--- src/rtl/calc_entry_fsm.sv ---
`timescale 1ns/1ps
// Decimal operand/operator entry from keypad codes; block write of OP1/OP2/OPR/RESULT to RAM on ENTER.
// Latency: key effects visible one cycle after the char_valid strobe; each RAM word takes >=1 cycle.
// Backpressure: a word is held on mem_addr/mem_wdata until mem_ready; keys arriving while busy are dropped.
module calc_entry_fsm #(
    parameter int DATA_W     = 32,
    parameter int MAX_DIGITS = 9,
    parameter int ADDR_W     = 10,
    parameter int BASE_ADDR  = 0
) (
    input  logic              iCLK_50,
    input  logic              iRST_n,
    input  logic [3:0]        char_code,
    input  logic              char_valid,
    output logic              mem_we,
    output logic [ADDR_W-1:0] mem_addr,
    output logic [DATA_W-1:0] mem_wdata,
    input  logic              mem_ready,
    output logic [DATA_W-1:0] op1,
    output logic [DATA_W-1:0] op2,
    output logic [3:0]        opr,
    output logic [3:0]        digit_cnt,
    output logic              busy,
    output logic              ovf_err,
    output logic              done
);

    typedef enum logic [2:0] {
        S_IDLE, S_OP1, S_OP2, S_WR_OP1, S_WR_OP2, S_WR_OPR, S_WR_RES
    } state_t;

    localparam logic [DATA_W-1:0] TEN = DATA_W'(10);

    state_t            state, state_nxt;
    logic [DATA_W-1:0] op1_q, op2_q;
    logic [3:0]        opr_q, cnt_q, op1_cnt_q;
    logic              ovf_q, done_q;

    logic              in_wr, key_vld;
    logic              is_digit, is_op, is_ent, is_bs;
    logic [DATA_W-1:0] op_cur;
    logic [DATA_W+3:0] op_ext, mac;
    logic              digit_ok;

    assign in_wr    = state inside {S_WR_OP1, S_WR_OP2, S_WR_OPR, S_WR_RES};
    assign key_vld  = char_valid && !in_wr;
    assign is_digit = (char_code <= 4'd9);
    assign is_op    = (char_code >= 4'hA) && (char_code <= 4'hD);
    assign is_ent   = (char_code == 4'hE);
    assign is_bs    = (char_code == 4'hF);

    // op*10+d in DATA_W+4 bits: any carry into the top nibble means the operand would not fit
    assign op_cur   = (state == S_OP2) ? op2_q : op1_q;
    assign op_ext   = {4'b0000, op_cur};
    assign mac      = (op_ext << 3) + (op_ext << 1) + {{DATA_W{1'b0}}, char_code};
    assign digit_ok = (cnt_q < 4'(MAX_DIGITS)) && (mac[DATA_W+3:DATA_W] == 4'b0000);

    always_ff @(posedge iCLK_50 or negedge iRST_n) begin
        if (!iRST_n) state <= S_IDLE;
        else         state <= state_nxt;
    end

    always_comb begin
        state_nxt = state;
        case (state)
            S_IDLE: if (key_vld && is_digit) state_nxt = S_OP1;
            S_OP1: begin
                if (key_vld && is_op)                       state_nxt = S_OP2;
                else if (key_vld && is_bs && cnt_q <= 4'd1) state_nxt = S_IDLE;
            end
            S_OP2: begin
                if (key_vld && is_bs && cnt_q == 4'd0)       state_nxt = S_OP1;
                else if (key_vld && is_ent && cnt_q != 4'd0) state_nxt = S_WR_OP1;
            end
            S_WR_OP1: if (mem_ready) state_nxt = S_WR_OP2;
            S_WR_OP2: if (mem_ready) state_nxt = S_WR_OPR;
            S_WR_OPR: if (mem_ready) state_nxt = S_WR_RES;
            S_WR_RES: if (mem_ready) state_nxt = S_IDLE;
            default:  state_nxt = S_IDLE;
        endcase
    end

    always_ff @(posedge iCLK_50 or negedge iRST_n) begin
        if (!iRST_n) begin
            op1_q     <= '0;
            op2_q     <= '0;
            opr_q     <= '0;
            cnt_q     <= '0;
            op1_cnt_q <= '0;
            ovf_q     <= 1'b0;
            done_q    <= 1'b0;
        end else begin
            done_q <= (state == S_WR_RES) && mem_ready;
            if (key_vld) begin
                case (state)
                    S_IDLE: if (is_digit) begin
                        op1_q <= DATA_W'(char_code);
                        op2_q <= '0;
                        opr_q <= '0;
                        cnt_q <= 4'd1;
                        ovf_q <= 1'b0;
                    end
                    S_OP1: begin
                        if (is_digit) begin
                            if (digit_ok) begin
                                op1_q <= mac[DATA_W-1:0];
                                cnt_q <= cnt_q + 4'd1;
                            end else begin
                                ovf_q <= 1'b1;
                            end
                        end else if (is_op) begin
                            opr_q     <= char_code;
                            op1_cnt_q <= cnt_q;
                            cnt_q     <= 4'd0;
                        end else if (is_bs) begin
                            if (cnt_q > 4'd1) begin
                                op1_q <= op1_q / TEN;
                                cnt_q <= cnt_q - 4'd1;
                            end else begin
                                op1_q <= '0;
                                cnt_q <= 4'd0;
                            end
                        end
                    end
                    S_OP2: begin
                        if (is_digit) begin
                            if (digit_ok) begin
                                op2_q <= mac[DATA_W-1:0];
                                cnt_q <= cnt_q + 4'd1;
                            end else begin
                                ovf_q <= 1'b1;
                            end
                        end else if (is_op && cnt_q == 4'd0) begin
                            opr_q <= char_code;
                        end else if (is_bs) begin
                            if (cnt_q != 4'd0) begin
                                op2_q <= op2_q / TEN;
                                cnt_q <= cnt_q - 4'd1;
                            end else begin
                                // back out of the operator: resume editing op1 where it was left
                                opr_q <= '0;
                                cnt_q <= op1_cnt_q;
                            end
                        end
                    end
                    default: ;
                endcase
            end
        end
    end

    always_comb begin
        mem_we    = 1'b0;
        mem_addr  = '0;
        mem_wdata = '0;
        busy      = 1'b0;
        case (state)
            S_WR_OP1: begin
                mem_we    = 1'b1;
                busy      = 1'b1;
                mem_addr  = ADDR_W'(BASE_ADDR);
                mem_wdata = op1_q;
            end
            S_WR_OP2: begin
                mem_we    = 1'b1;
                busy      = 1'b1;
                mem_addr  = ADDR_W'(BASE_ADDR + 1);
                mem_wdata = op2_q;
            end
            S_WR_OPR: begin
                mem_we    = 1'b1;
                busy      = 1'b1;
                mem_addr  = ADDR_W'(BASE_ADDR + 2);
                mem_wdata = DATA_W'(opr_q);
            end
            S_WR_RES: begin
                mem_we    = 1'b1;
                busy      = 1'b1;
                mem_addr  = ADDR_W'(BASE_ADDR + 3);
                mem_wdata = '0;
            end
            default: ;
        endcase
    end

    assign op1       = op1_q;
    assign op2       = op2_q;
    assign opr       = opr_q;
    assign digit_cnt = cnt_q;
    assign ovf_err   = ovf_q;
    assign done      = done_q;

endmodule

--- config.mk ---
export PLATFORM = sky130hd
export DESIGN_NAME = calc_entry_fsm
export DESIGN_NICKNAME = d
export VERILOG_FILES = /design/src/rtl/calc_entry_fsm.sv
export SDC_FILE = /design/constraint.sdc
export NUM_CORES = 1
export LEC_CHECK = 0
export ABC_AREA = 1
export BUFFER_PORTS_ARGS = -buffer_cell sky130_fd_sc_hd__buf_2
export CAP_MARGIN = 25
export CORE_ASPECT_RATIO = 1.1
export CORE_MARGIN = 2
export CORE_UTILIZATION = 49
export CTS_BUF_LIST = sky130_fd_sc_hd__clkbuf_4 sky130_fd_sc_hd__clkbuf_8
export CTS_CLUSTER_DIAMETER = 30
export DETAILED_ROUTE_END_ITERATION = 12
export HOLD_SLACK_MARGIN = 0.03
export PLACE_DENSITY = 0.68
export REMOVE_ABC_BUFFERS = 1
export SETUP_SLACK_MARGIN = 0.5
export SLEW_MARGIN = 20
export SYNTH_ARGS = -nofsm -noshare
export SYNTH_HDL_FRONTEND = slang
export SYNTH_SLANG_ARGS = --single-unit
--- constraint.sdc ---
create_clock -name iCLK_50 -period 14.9 [get_ports iCLK_50]
set_input_delay 0.745 -clock iCLK_50 [delete_from_list [all_inputs] [get_ports iCLK_50]]
set_output_delay 0.745 -clock iCLK_50 [all_outputs]
set_load 0.02 [all_outputs]
==> results of run 1 <==
-- metal layers --
layer | global-route usage | vias to the layer above
li1 | - | 6451
met1 | 0.3275 | 5865
met2 | 0.4563 | 343
met3 | 0.03305 | 73
met4 | 0.09224 | 0
met5 | 0 | -
-- flip-flops by register name, summed over array words and instances (netlist names) --
name       flops
op1           32
op2           32
digit_cnt      4
op1_cnt_q      4
opr            4
state          3
done           1
ovf_err        1
-- cell families (layout without fill, tap and decap cells) --
family | after synthesis | count (layout) | share of synthesized area
and+or+nand+nor | 1017 | 1017 | 0.4469
AOI/OAI and AO/OA | 371 | 371 | 0.1917
buffers and inverters | 311 | 405 | 0.1054
DFF | 81 | 81 | 0.1711
adders and majority gates | 68 | 68 | 0.07308
xor gates and xnor gates | 12 | 12 | 0.01067
other | 1 | 8 | 0.0003165
muxes | 1 | 1 | 0.0008449
-- area by class of cell --
type                       instances  share of cell area
timing repair buffer             129             0.05256
sequential                        81              0.1571
clock buffer                      10             0.01018
tap                              305             0.02958
clock inverter                     6            0.005334
multi-input combinational       1477              0.6688
inverter                         260             0.07642
-- cells in the final DEF (no fill, tap or decap), types with 43 or more instances in the layout --
master | netlist | layout
nand2_1 | 430 | 428
nand3_1 | 199 | 199
inv_1 | 193 | 193
nand2_2 | 153 | 155
buf_2 | 1 | 116
a21oi_1 | 108 | 108
o21ai_0 | 98 | 96
dfrtp_1 | 81 | 81
nor2_1 | 76 | 76
ha_1 | 66 | 66
inv_2 | 58 | 58
nand2_4 | 52 | 52
nand3_2 | 43 | 43
-- synth_stat cells, drive strengths merged, types with 3 or more instances --
cell type,number
xnor2,3
o32ai,23
o41ai,21
dfrtp,81
o31ai,8
or2,8
buf,21
nor2,80
a21oi,109
nand3,244
nand2,635
a21o,6
o211ai,7
clkinv,8
a31oi,4
nor3,12
nand4,30
clkbuf,30
nand3b,4
o21ai,133
xor2,8
o221ai,4
o22ai,39
inv,252
ha,66
-- per-stage QoR --
stage	util	setup WS (ns)
6_report	0.5445	4.379
2_1_floorplan	-	3.601
5_1_grt	0.5445	2.899
3_5_place_dp	0.5360	4.456
3_3_place_gp	0.5360	4.637
4_1_cts	0.5445	4.410
-- how the worst max path moves through the flow --
| stage | from | endpoint | slack (ns) | cells past startpoint |
|---|---|---|---|---|
| after global routing | op2[29] | op2[0] | 2.90 | 116 |
| final | op2[29] | op2[0] | 4.38 | 114 |
| after global placement | op2[29] | op2[0] | 4.64 | 116 |
| after CTS | op2[29] | op2[0] | 4.41 | 120 |
| after detailed placement | op2[29] | op2[0] | 4.46 | 118 |
| after floorplan | char_code[2] | op2[14] | 3.60 | 7 |
==> flow_metrics.py, run 1 <==
metrics = {
    "drt": {
        "wl_met1_um": 14990,
        "ant_nets": 0,
        "initialDrtViolationCount": 777,
        "dr_wl_met3_um": 1669,
        "vias_per_cell": 5.614,
        "routed_wl_um": 33810,
        "firstDrtPassIters": 5,
        "routed.top_layer": "met4",
        "wl_per_cell_um": 14.91,
        "vias": 12730,
        "drc": 0,
        "met2WireLength_um": 16230,
    },
    "synth": {
        "yosysTopAreaCell": "dfrtp_1",
        "avgSynthCellArea_um2": 6.363,
        "syn_area_um2": 11850,
        "ys_warn_count": 0,
        "synth_edf_count": 0,
        "ys_seq_area_frac": 0.1711,
        "synth-async-reset-ratio": 1.000,
        "synth-main-ff-cell": "dfrtp_1",
        "yosys-top-cells-area": "dfrtp_1 (17%), nand2_1 (14%), nand3_1 (8.4%)",
        "synth.ff_latch_count": 81,
        "synthCells": 1862,
        "ys_types": 64,
        "yosysTopAreaCellShare": 0.1711,
    },
    "setup_path": {
        "cp_slowest_stage_delay_ns": 0.46,
        "critPathTopFamily": "simple AND/OR/NAND/NOR gates",
        "reg2reg_from": "op2[29]",
        "worstPathRequired_ns": 15.18,
        "end_kind": "register",
        "start_kind": "register",
        "cp_max_fo": 7,
        "ff2ff_setup_slack_ns": 4.38,
        "crit_path_top_delay_cell": "dfrtp_1",
        "rr_worst_depth": 114,
        "r2r_end": "op2[0]",
        "crit_type": "reg -> reg",
        "cp_num_buf_inv": 7,
        "cp_data_arrival_time_ns": 10.80,
    },
    "layout": {
        "antenna_cells": 0,
        "fin_cells": 2268,
        "drive_above_1_share": 0.2527,
        "area_growth_pct": 8.903,
        "multi_input_area_um2": 8630,
        "nets": 2034,
        "fin_area_um2": 12900,
        "regArea_um2": 2027,
        "fill_cells": 2405,
    },
    "floorplanning": {
        "die_w_um": 152.3,
        "io_pins": 126,
        "start_util": 0.5000,
        "dieArea_um2": 25440,
        "die_h_um": 167.1,
        "core_um2": 23700,
        "row_count": 59,
    },
    "run": {
        "cap_viol_max_count": 0,
    },
    "timing": {
        "fmax_mhz": 95.05,
        "setup_violations": 0,
        "rsz0062_at_grt": "no",
        "hold_slack_ns": 0.3438,
        "tns_ns": 0,
        "finalCritPeriodShare": 0.7061,
        "max_slew_margin": 0.3464,
        "finalMaxSlewViolations": 0,
        "tightest_slew_ns": 0.9804,
        "hold_violations": 0,
        "finalCriticalPeriod_ns": 10.52,
        "fin_skew_ns": 0.01316,
    },
    "place": {
        "dp_cells": 2252,
        "dpl_cell_area_um2": 12700,
        "place_hpwl_um": 25470,
        "io_buffers": 117,
        "routabilityCongestion": 0.9213,
    },
    "cts": {
        "cts_hold_buf": 0,
        "h-tree-depth": 3,
        "cts_tree": "built",
        "ctsRootBufferMaster": "clkbuf_8",
        "clk_path_buf_depth": 2,
        "cts_resized": 0,
        "post-cts-setup-buffer-count": 0,
        "clkLatencyLatePin_ns": 0.38,
        "cts_made_buffers": 9,
        "path_clk_slew_ns": 0.10,
        "cts_sinks": 81,
    },
    "grt": {
        "grt_pass1_vias": 12100,
        "grt_max_degree": 83,
        "grt.total_usage": 0.2599,
        "grt_pass1_wl_um": 56370,
        "antenna_found_initial": 0,
        "globalRouteOverflowTotal": 0,
    },
    "worst_hold_path": {
        "min_path_type": "in -> async",
    },
    "outcome": {
        "status": "complete, no violations",
    },
}
Power of run 1 is left out: the tool's default activity adds up to more than one toggle a clock period on the data nets, which glitch-free logic cannot reach.
==> inputs of run 2 (changes only) <==
clock period = 10.7 ns   (was 14.9 ns; I/O delays follow)
==> run 2 against run 1 <==
- setup slack got worse by 4.2 ns
- global-route usage increased by 0.80 points
- final area increased by 18%
- critical path type unchanged
- critical endpoint is now op1[0]
- largest cell class unchanged
==> flow_metrics.py, run 2 (synthesis results as in run 1) <==
metrics = {
    "floorplanning": {
        "row_count": 59,
        "die_w_um": 152.3,
        "core_um2": 23700,
        "dieArea_um2": 25440,
        "die_h_um": 167.1,
        "start_util": 0.5000,
        "io_pins": 126,
    },
    "grt": {
        "globalRouteOverflowTotal": 0,
        "grt_pass1_wl_um": 58040,
        "grt_max_degree": 83,
        "antenna_found_initial": 0,
        "grt.total_usage": 0.2679,
        "grt_pass1_vias": 12290,
    },
    "cts": {
        "path_clk_slew_ns": 0.10,
        "h-tree-depth": 3,
        "clkLatencyLatePin_ns": 0.39,
        "cts_tree": "built",
        "cts_sinks": 81,
        "clk_path_buf_depth": 2,
        "ctsRootBufferMaster": "clkbuf_8",
        "cts_made_buffers": 9,
    },
    "layout": {
        "final_cell_mix": "nand2_1 (325), inv_1 (180), nand2_2 (158), nand2_4 (147), nand3_1 (143)",
        "area_growth_pct": 28.93,
        "final_common_cell": "nand2_1",
        "finish.utilization": 0.6446,
        "drive_above_1_share": 0.3841,
        "antenna_cells": 0,
        "nets": 2128,
        "fill_cells": 2122,
    },
    "place": {
        "place_hpwl_um": 25330,
        "routabilityCongestion": 0.9350,
        "io_buffers": 117,
    },
    "setup_path": {
        "start_kind": "register",
        "end_kind": "register",
        "cp_data_arrival_time_ns": 10.81,
        "path_common_cell": "nand2_4",
        "ff2ff_setup_slack_ns": 0.20,
        "worstPathRequired_ns": 11.01,
        "crit_type": "reg -> reg",
        "rr_worst_depth": 107,
        "reg2reg_from": "op1[29]",
        "cp_max_fo": 6,
        "cp_slowest_stage_delay_ns": 0.41,
        "crit_path_top_delay_cell": "dfrtp_1",
        "r2r_end": "op1[0]",
    },
    "drt": {
        "initialDrtViolationCount": 816,
        "vias": 13390,
        "wl_per_cell_um": 15.95,
        "vias_per_cell": 5.669,
        "routed_wl_um": 37680,
        "ant_nets": 0,
        "firstDrtPassIters": 5,
        "drc": 0,
    },
    "timing": {
        "fmax_mhz": 95.25,
        "tightest_slew_ns": 1.004,
        "fin_skew_ns": 0.01502,
        "rsz0062_at_grt": "yes",
        "hold_violations": 0,
        "finalCriticalPeriod_ns": 10.50,
        "tns_ns": 0,
        "setup_violations": 0,
        "hold_slack_ns": 0.1161,
        "finalMaxSlewViolations": 0,
        "finalCritPeriodShare": 0.9812,
        "max_slew_margin": 0.3303,
    },
    "outcome": {
        "status": "complete, no violations",
    },
    "worst_hold_path": {
        "min_path_type": "in -> async",
    },
    "run": {
        "cap_viol_max_count": 0,
    },
}
run 2: worst max path at each step:
stage                      start       to  slack (ns)  cells after the start
finish                   op1[29]   op1[0]        0.20                    107
global route             op2[29]   op2[0]       -0.66                    124
CTS                      op2[30]   op2[0]        0.42                    124
detailed placement       op2[29]   op2[0]        0.23                    120
global placement         op2[29]   op2[0]        0.39                    120
floorplan           char_code[2]  op2[14]       -0.39                      7
run 2: what timing repair did:
action / in CTS / in global routing
buffers inserted: 41 / 53
setup endpoints to repair: 4 / 10
resized for setup: 57 / 317
hold buffers: 0 / 0
pin swaps: 52 / 145
run 2: final cells by class:
cell class              instances  area, µm²  share of cell area
well taps                     305      381.6             0.02498
repair buffers                223       1400             0.09166
multi-input cells            1477      10200              0.6681
clock inverters                 6      115.1            0.007536
flip-flops and latches         81       2032              0.1330
clock buffers                  10      131.4            0.008601
inverters                     260       1010             0.06610
run 2: per-layer routing:
metal  up-vias  share of wire  global-route usage
met3        79          0.047             0.03721
li1       6652              -                   -
met4         0          0.023             0.07152
met1      6292           0.42              0.3386
met2       368           0.51              0.4783
met5         -              0                   0
run 2: metrics by stage:
step	setup slack, ns	instances	cell area (µm²)
detailed placement	0.2333	2252	12700
CTS	0.4238	2309	13480
floorplan	-0.3892	1818	11610
finish	0.2013	2362	15270
global placement	0.3889	2252	12700
global route	-0.6621	2362	15270
run 2: worst max-delay path: cells and delay by family (launching register included):
kind / cells / cell delay, ns
AND/OR/NAND/NOR: 91 / 8.12
XOR/XNOR: 1 / 0.14
buffers and inverters: 8 / 0.66
flip-flops: 1 / 0.41
AO/OA/AOI/OAI: 7 / 1.05
Power of run 2 is left out for the same reason.
==> inputs of run 3 (changes only) <==
ABC_AREA = not set   (was 1)
PLACE_DENSITY = 0.67   (was 0.68)
==> run 3 against run 2 <==
- die area grew 39%
- synthesized cell count grew 27%
- routed wire length grew 65%
- utilization grew 0.16 points
- flip-flop and latch count is the same
- critical path type unchanged
- highest routed layer is now met5
==> flow_metrics.py, run 3 <==
metrics = {
    "setup_path": {
        "r2r_end": "op1[1]",
        "cp_max_fo": 8,
        "end_kind": "register",
        "reg2reg_from": "op1[29]",
        "start_kind": "register",
        "cp_data_arrival_time_ns": 10.75,
        "cp_slowest_stage_delay_ns": 0.59,
        "crit_path_top_delay_cell": "or4_4",
        "ff2ff_setup_slack_ns": 0.19,
        "path_common_cell": "buf_4",
        "crit_type": "reg -> reg",
        "rr_worst_depth": 45,
        "worstPathRequired_ns": 10.95,
    },
    "layout": {
        "fin_cells": 3042,
        "multi_input_area_um2": 14980,
        "final_common_cell": "nand2_1",
        "finish.utilization": 0.6462,
        "drive_above_1_share": 0.3257,
        "fill_cells": 2913,
        "regArea_um2": 2048,
        "nets": 2681,
        "antenna_cells": 0,
        "final_cell_mix": "nand2_1 (289), buf_4 (271), o21ai_0 (193), nor2_1 (147), buf_2 (118)",
        "area_growth_pct": 29.59,
    },
    "timing": {
        "rsz0062_at_grt": "yes",
        "finalCriticalPeriod_ns": 10.51,
        "finalMaxSlewViolations": 0,
        "finalCritPeriodShare": 0.9820,
        "hold_violations": 0,
        "setup_violations": 0,
        "tightest_slew_ns": 1.170,
        "fin_skew_ns": 0.01139,
        "fmax_mhz": 95.17,
        "max_slew_margin": 0.2197,
        "tns_ns": 0,
        "hold_slack_ns": 0.4174,
    },
    "floorplanning": {
        "io_pins": 126,
        "core_um2": 33280,
        "start_util": 0.4986,
        "row_count": 70,
        "die_w_um": 179.5,
        "dieArea_um2": 35360,
        "die_h_um": 197.0,
    },
    "place": {
        "dp_cells": 2857,
        "place_hpwl_um": 40470,
        "io_buffers": 117,
        "routabilityCongestion": 0.9719,
    },
    "drt": {
        "initialDrtViolationCount": 1813,
        "firstDrtPassIters": 5,
        "wl_per_cell_um": 20.43,
        "vias_per_cell": 6.731,
        "routed_wl_um": 62160,
        "vias": 20480,
        "ant_nets": 0,
        "drc": 0,
    },
    "outcome": {
        "status": "complete, no violations",
    },
    "synth": {
        "yosysTopAreaCell": "dfrtp_1",
        "avgSynthCellArea_um2": 7.023,
        "synth-main-ff-cell": "dfrtp_1",
        "yosysTopAreaCellShare": 0.1221,
        "yosys-top-cells-area": "dfrtp_1 (12%), nand2_1 (6.7%), o21ai_0 (6.3%)",
        "synthCells": 2363,
        "synth-async-reset-ratio": 1.000,
        "yosysMostFrequentCell": "nand2_1",
        "ys_types": 144,
        "syn_area_um2": 16590,
        "synth.ff_latch_count": 81,
        "synth_commonest_cells": "nand2_1 (297), o21ai_0 (209), nor2_1 (168)",
        "ys_warn_count": 0,
        "ys_seq_area_frac": 0.1221,
        "synth_edf_count": 0,
    },
    "cts": {
        "ctsRootBufferMaster": "clkbuf_8",
        "cts_made_buffers": 9,
        "cts_tree": "built",
        "cts_sinks": 81,
        "h-tree-depth": 3,
        "path_clk_slew_ns": 0.10,
        "clk_path_buf_depth": 2,
        "clkLatencyLatePin_ns": 0.39,
    },
    "run": {
        "cap_viol_max_count": 0,
    },
    "worst_hold_path": {
        "hold_start": "mem_ready",
        "min_path_type": "in -> reg",
        "holdPathStages": 2,
        "holdPathEnd": "state[2]",
    },
    "grt": {
        "grt.total_usage": 0.3179,
        "grt_pass1_wl_um": 95010,
        "grt_max_degree": 64,
        "globalRouteOverflowTotal": 0,
        "antenna_found_initial": 1,
        "grt_pass1_vias": 18490,
    },
}
-- run 3: what timing repair did --
item | CTS | global route
endpoints found under the setup margin | 8 | 64
resized for setup | 151 | 295
setup buffers | 66 | 97
endpoints found under the hold margin | 18 | 0
pin swaps | 70 | 159
hold buffers | 1 | 0
cloned | 2 | 3
-- run 3: layer usage --
layer / global-route usage / wire [µm] / up-vias
met1: 0.4185 / 25750 / 9807
li1: - / - / 9447
met5: 0 / 13 / -
met3: 0.03005 / 4392 / 204
met2: 0.5320 / 29420 / 1015
met4: 0.1382 / 2574 / 2
-- run 3: worst max path at each step --
stage / slack [ns] / end / depth (start not counted) / from
finish: 0.19 / op1[1] / 45 / op1[29]
global route: -0.21 / op2[1] / 44 / op2[29]
CTS: 0.51 / op1[2] / 43 / op1[29]
detailed placement: -0.20 / op1[0] / 44 / op1[29]
global placement: -0.09 / op2[1] / 40 / op2[26]
floorplan: -1.66 / op2[12] / 43 / state[0]
-- run 3: critical path, delay by kind of cell (launching register included) --
kind | cells | cell delay, ns
buffers and inverters | 10 | 1.63
DFF | 1 | 0.44
and+or+nand+nor | 12 | 3.22
xor gates and xnor gates | 1 | 0.21
AOI/OAI and AO/OA | 22 | 4.83
-- run 3: logic make-up after synthesis --
family          Yosys count  share of synthesized area
simple gates            896                     0.2705
compound gates          893                     0.3989
buf+inv                 319                    0.09380
flops                    81                     0.1221
fa+ha+maj                74                    0.05595
xor+xnor                 56                    0.03046
mux                      43                    0.02805
other cells               1                  0.0002260
-- run 3: final cells by class --
| cell class | instances | area share |
|---|---|---|
| tap | 432 | 0.02513 |
| multi-input combinational | 1973 | 0.6967 |
| sequential | 81 | 0.09524 |
| clock inverter | 6 | 0.003840 |
| inverter | 90 | 0.01600 |
| clock buffer | 10 | 0.006109 |
| timing repair buffer | 450 | 0.1570 |
-- run 3: stage by stage --
| step | worst slack (ns) | cell area (µm²) |
|---|---|---|
| final | 0.1928 | 21510 |
| after global routing | -0.2116 | 21510 |
| after CTS | 0.5070 | 19350 |
| after detailed placement | -0.2049 | 17890 |
| after global placement | -0.08799 | 17860 |
| after floorplan | -1.656 | 15400 |
Power of run 3 is left out for the same reason.
